==> config.mk <==
export PLATFORM = sky130hd
export DESIGN_NAME = i2c_txn_arbiter
export DESIGN_NICKNAME = d
export VERILOG_FILES = /design/src/rtl/i2c_pkg.sv /design/src/rtl/rr_arb2.sv /design/src/rtl/i2c_txn_arbiter.sv
export SDC_FILE = /design/constraint.sdc
export NUM_CORES = 1
export LEC_CHECK = 0
export CAP_MARGIN = 20
export CORE_MARGIN = 2
export CORE_UTILIZATION = 43
export CTS_CLUSTER_SIZE = 24
export DETAILED_ROUTE_END_ITERATION = 10
export GPL_TIMING_DRIVEN = 0
export PLACE_DENSITY = 0.76
export SLEW_MARGIN = 20
export SYNTH_ARGS = -nofsm -noshare
export SYNTH_HDL_FRONTEND = slang
export SYNTH_SLANG_ARGS = --single-unit
==> constraint.sdc <==
create_clock -name clk -period 2 [get_ports clk]
set_input_delay 0.4 -clock clk [delete_from_list [all_inputs] [get_ports clk]]
set_output_delay 0.4 -clock clk [all_outputs]
set_load 0.02 [all_outputs]
==> src/rtl/i2c_pkg.sv <==
// Shared definitions for the I2C transaction arbiter: bus widths, rw encoding, FSM states.
package i2c_pkg;

  localparam int I2C_ADDR_W = 7;
  localparam int I2C_DATA_W = 8;

  localparam logic RW_WRITE = 1'b0;
  localparam logic RW_READ  = 1'b1;

  typedef enum logic [1:0] {
    IDLE    = 2'd0,
    LAUNCH  = 2'd1,
    RELEASE = 2'd2
  } state_t;

  // One requester's transaction fields, bundled for the grant mux.
  typedef struct packed {
    logic                  rw;
    logic [I2C_ADDR_W-1:0] addr;
    logic [I2C_DATA_W-1:0] data;
  } i2c_req_t;

  function automatic int max2(input int a, input int b);
    return (a > b) ? a : b;
  endfunction

endpackage

==> src/rtl/rr_arb2.sv <==
// Combinational two-way round-robin pick; on a tie the requester that did not win last time goes.
// No latency, no state: the caller owns the 'last' register.
module rr_arb2 (
  input  logic req0,
  input  logic req1,
  input  logic last,
  output logic winner,
  output logic valid
);

  assign valid = req0 | req1;

  always_comb begin
    winner = 1'b0;
    if (req0 && req1) begin
      winner = ~last;
    end else if (req1) begin
      winner = 1'b1;
    end
  end

endmodule

==> src/rtl/i2c_txn_arbiter.sv <==
// Shares one I2C master between two requesters using fixed-length enable windows plus a release gap.
// Grant to done is TXN_CYCLES edges; a pending req simply waits while busy, nothing is dropped.
module i2c_txn_arbiter
  import i2c_pkg::*;
#(
  parameter int TXN_CYCLES = 64,
  parameter int GAP_CYCLES = 4
) (
  input  logic                  clk,
  input  logic                  rst,
  input  logic                  req0,
  input  logic                  rw0,
  input  logic [I2C_ADDR_W-1:0] addr0,
  input  logic [I2C_DATA_W-1:0] wdata0,
  output logic                  done0,
  output logic [I2C_DATA_W-1:0] rdata0,
  input  logic                  req1,
  input  logic                  rw1,
  input  logic [I2C_ADDR_W-1:0] addr1,
  input  logic [I2C_DATA_W-1:0] wdata1,
  output logic                  done1,
  output logic [I2C_DATA_W-1:0] rdata1,
  output logic                  m_enable,
  output logic                  m_rw,
  output logic [I2C_ADDR_W-1:0] m_addr,
  output logic [I2C_DATA_W-1:0] m_data_in,
  input  logic [I2C_DATA_W-1:0] m_data_out,
  output logic                  busy,
  output logic                  grant_id
);

  localparam int CNT_W = $clog2(max2(TXN_CYCLES, GAP_CYCLES)) + 1;
  localparam logic [CNT_W-1:0] TXN_LAST = CNT_W'(TXN_CYCLES - 1);
  localparam logic [CNT_W-1:0] GAP_LAST = CNT_W'(GAP_CYCLES - 1);

  state_t                state, state_nxt;
  logic [CNT_W-1:0]      cnt, cnt_nxt;
  logic                  last, last_nxt;
  logic                  en_nxt, rw_nxt, done0_nxt, done1_nxt, busy_nxt, gid_nxt;
  logic [I2C_ADDR_W-1:0] addr_nxt;
  logic [I2C_DATA_W-1:0] din_nxt, rdata0_nxt, rdata1_nxt;
  logic                  win, win_vld;
  i2c_req_t              sel;

  rr_arb2 u_arb (
    .req0   (req0),
    .req1   (req1),
    .last   (last),
    .winner (win),
    .valid  (win_vld)
  );

  assign sel = win ? '{rw: rw1, addr: addr1, data: wdata1}
                   : '{rw: rw0, addr: addr0, data: wdata0};

  always_comb begin
    state_nxt  = state;
    cnt_nxt    = cnt;
    last_nxt   = last;
    en_nxt     = m_enable;
    rw_nxt     = m_rw;
    addr_nxt   = m_addr;
    din_nxt    = m_data_in;
    done0_nxt  = 1'b0;
    done1_nxt  = 1'b0;
    rdata0_nxt = rdata0;
    rdata1_nxt = rdata1;
    busy_nxt   = busy;
    gid_nxt    = grant_id;
    case (state)
      IDLE: begin
        if (win_vld) begin
          rw_nxt    = sel.rw;
          addr_nxt  = sel.addr;
          din_nxt   = sel.data;
          en_nxt    = 1'b1;
          gid_nxt   = win;
          last_nxt  = win;
          cnt_nxt   = '0;
          busy_nxt  = 1'b1;
          state_nxt = LAUNCH;
        end
      end
      LAUNCH: begin
        if (cnt == TXN_LAST) begin
          en_nxt    = 1'b0;
          cnt_nxt   = '0;
          state_nxt = RELEASE;
          if (grant_id) done1_nxt = 1'b1;
          else          done0_nxt = 1'b1;
          // The master's data_out is only meaningful at the end of a read window.
          if (m_rw == RW_READ) begin
            if (grant_id) rdata1_nxt = m_data_out;
            else          rdata0_nxt = m_data_out;
          end
        end else begin
          cnt_nxt = cnt + 1'b1;
        end
      end
      RELEASE: begin
        if (cnt == GAP_LAST) begin
          cnt_nxt   = '0;
          busy_nxt  = 1'b0;
          state_nxt = IDLE;
        end else begin
          cnt_nxt = cnt + 1'b1;
        end
      end
      default: state_nxt = IDLE;
    endcase
  end

  always_ff @(posedge clk) begin
    if (rst) begin
      state     <= IDLE;
      cnt       <= '0;
      last      <= 1'b1;
      m_enable  <= 1'b0;
      m_rw      <= RW_WRITE;
      m_addr    <= '0;
      m_data_in <= '0;
      done0     <= 1'b0;
      done1     <= 1'b0;
      rdata0    <= '0;
      rdata1    <= '0;
      busy      <= 1'b0;
      grant_id  <= 1'b0;
    end else begin
      state     <= state_nxt;
      cnt       <= cnt_nxt;
      last      <= last_nxt;
      m_enable  <= en_nxt;
      m_rw      <= rw_nxt;
      m_addr    <= addr_nxt;
      m_data_in <= din_nxt;
      done0     <= done0_nxt;
      done1     <= done1_nxt;
      rdata0    <= rdata0_nxt;
      rdata1    <= rdata1_nxt;
      busy      <= busy_nxt;
      grant_id  <= gid_nxt;
    end
  end

endmodule

==> flow_metrics.py, run 1 <==
metrics = {
    "yosys": {
        "synthCells": 215,
        "avgSynthCellArea_sq_um": 9.53,
        "synth_adder_area_share": 0.0244,
        "synth_common_cells": "47 x dfxtp_1, 40 x nor2_1, 32 x mux2i_1, 16 x a211oi_1, 10 x clkbuf_1",
        "synth_mux_area_frac": 0.156,
        "synth_cell_types": 40,
        "ys_warn_count": 0,
        "syn_area_sq_um": 2050,
        "synth_edf_count": 0,
        "synth_xor_area_frac": 0,
        "synth_top_area_frac": 0.459,
        "syn_nets": 263,
        "synth_top_family_by_area": "simple AND/OR/NAND/NOR gates",
        "synth.area.top_cells": "dfxtp_1 46%, mux2i_1 16%, nor2_1 7.3%",
        "synth-simple-area-share": 0.175,
        "synthArstFlopShare": 0,
        "yosysTopAreaCell": "dfxtp_1",
        "synth-seq-area-share": 0.459,
        "synth.most_common_cell": "dfxtp_1",
        "ys_ff_latch": 47,
        "synth_ff_type": "dfxtp_1",
        "synth_compound_area_frac": 0.150,
    },
    "timing": {
        "slew-limit-headroom": 0.694,
        "max_freq_ghz": 0.523,
        "worstMarginPinSlew_ns": 0.459,
        "hold_viol": 0,
        "fin_crit_ns": 1.91,
        "layout_setup_ws_ns": 0.0879,
        "setup_violations": 0,
        "skew_ns": 0.00568,
        "fin_crit_sh": 0.956,
        "final-max-slew-violation-count": 0,
    },
    "die": {
        "die_w_um": 73.0,
        "std_cell_rows": 25,
        "floorplan.initialDensity": 0.440,
        "chipHeight_um": 73.0,
        "core_region_area_sq_um": 4660,
        "num_io_pins": 81,
        "die_area_sq_um": 5330,
    },
    "finish": {
        "nets": 352,
        "diodes": 0,
        "drive_above_1_share": 0.0951,
        "n_fill_cell": 398,
        "multi_input_area_sq_um": 1050,
        "final-seq-area_sq_um": 941,
        "area_growth_pct": 48.8,
    },
    "worst_setup_path": {
        "crit_start": "cnt[3]",
        "reg2reg_from": "cnt[3]",
        "critPathArrivalTime_ns": 2.10,
        "ff2ff_path_depth": 6,
        "path_class": "register to register",
        "startpoint_type": "register",
        "reg2reg_to": "cnt[2]",
        "end_kind": "register",
        "cp_max_fo": 10,
        "critPathRequiredTime_ns": 2.19,
        "reg2reg_slack_ns": 0.09,
    },
    "hold_path": {
        "hold_depth": 2,
        "hp-class": "register to register",
        "min_to": "m_enable",
        "min_from": "m_enable",
    },
    "routing": {
        "wl_per_cell_um": 14.0,
        "ant_nets": 0,
        "via_per_inst": 5.16,
        "vias": 1852,
        "drc": 0,
        "routed_wl_um": 5020,
        "drt_iter0_drc": 115,
        "first_pass_iters": 4,
    },
    "power": {
        "p_leak_nw": 1.25,
        "power_density_nw_per_um2": 673,
        "power_mw": 2.05,
        "peakVddDrop_uv": 451,
    },
    "cts": {
        "root_buffer": "clkbuf_8",
        "clkTransAtPathRegs_ns": 0.09,
        "cts_tree": "built",
        "ctsHoldBuffers": 0,
        "clockBufferDepth": 2,
        "cts_inserted_buffers": 5,
        "insertion_delay_ns": 0.30,
        "cts_sinks": 47,
        "cts_htree_levels": 2,
    },
    "placed_design": {
        "numPortBuffers": 80,
        "hpwl_um": 3670,
        "gp_congestion": 0.808,
        "pre_cts_ws_ns": -0.271,
    },
    "global_route": {
        "overflow": 0,
        "grt_start_max_net_pins": 16,
        "grt_pass1_vias": 1767,
        "grt_pass1_wl_um": 8320,
        "antenna_found_initial": 0,
        "grt_usage": 0.200,
    },
    "job": {
        "drv_cap": 0,
    },
    "status": {
        "status": "complete, no violations",
    },
}
-- cell usage in the layout (no fill, tap or decap), drive strengths merged, types with 2 or more instances in the layout --
master | netlist | final
a211oi | 16 | 16
o21ai | 7 | 7
nand2 | 6 | 6
nor2b | 2 | 2
a21boi | 2 | 2
dfxtp | 47 | 47
nand3 | 5 | 5
ha | 4 | 4
nor2 | 40 | 40
buf | 4 | 5
nor3b | 2 | 2
nor3 | 2 | 2
or3b | 2 | 2
clkinv | 0 | 2
mux2i | 32 | 32
and3 | 2 | 2
clkbuf | 10 | 16
clkdlybuf4s50 | 0 | 80
a21oi | 6 | 6
nand2b | 3 | 3
nand3b | 2 | 2
a31oi | 7 | 7
inv | 3 | 4
-- layout make-up --
cell class / instances / area share
buffer: 13 / 0.0222
inverter: 3 / 0.00369
sequential: 47 / 0.309
multi-input combinational: 151 / 0.345
clock inverter: 3 / 0.00616
clock buffer: 5 / 0.0226
tap: 54 / 0.0222
timing repair buffer: 83 / 0.270
-- worst max path at each step --
stage / end / slack (ns) / cells past startpoint
final: cnt[2] / 0.09 / 6
after global routing: cnt[5] / -0.007 / 8
after CTS: cnt[5] / 0.01 / 8
after detailed placement: m_addr[5] / -0.27 / 6
after global placement: m_addr[4] / -0.24 / 6
after floorplan: cnt[2] / 0.22 / 6
-- power breakdown --
group	internal [mW]	switching, mW	leakage [nW]
registers	0.987	0.0294	0.384
clock network	0.246	0.320	0.0483
logic	0.241	0.229	0.820
-- state kept, by name (all words and copies together) (netlist names), 2 cells and up --
signal,count
state,2
m_data_in,8
rdata1,8
m_addr,7
rdata0,8
cnt,7
-- cells by family after synthesis --
family,Yosys count
simple gates,72
compound gates,43
mux,32
fa+ha+maj,4
buf+inv,17
flops,47
-- critical path, stage by stage, from the launching register on --
cell and delay, ns:
dfxtp_1 0.36, or4_4 0.57, o21ai_4 0.21, a21boi_2 0.09, buf_6 0.15, nor4b_1 0.14, a211o_1 0.29
-- routing by layer --
metal	track usage	wire [um]	part of all wire	vias up
li1	-	-	-	944
met1	0.266	2340	0.47	863
met2	0.324	2380	0.48	41
met3	0.0428	230	0.046	4
met4	0.0617	58	0.012	0
met5	0	0	0	-
-- metrics by stage --
step | hold slack (ns) | instances | area [sq um] | util | TNS (ns)
detailed placement | 0.474 | 349 | 2920 | 0.626 | -5.61
CTS | 0.490 | 358 | 3020 | 0.647 | 0
floorplan | 0.449 | 215 | 2050 | - | 0
finish | 0.490 | 359 | 3050 | 0.654 | 0
global placement | 0.462 | 349 | 2920 | 0.626 | -4.74
global route | 0.518 | 359 | 3050 | 0.654 | -0.00659
-- what timing repair did --
action | 4_1_cts | 5_1_grt
pin swaps | 1 | 1
resized for setup | 2 | 10
cloned | 0 | 0
setup endpoints to repair | 12 | 28
setup buffers | 1 | 2
Power figures use the tool's default switching activity.
==> run 2, diff against run 1 <==
CTS_CLUSTER_SIZE = unset   (was 24)
==> results of run 2 <==
Same layout as run 1: the final DEF is identical, and so are final timing and power.
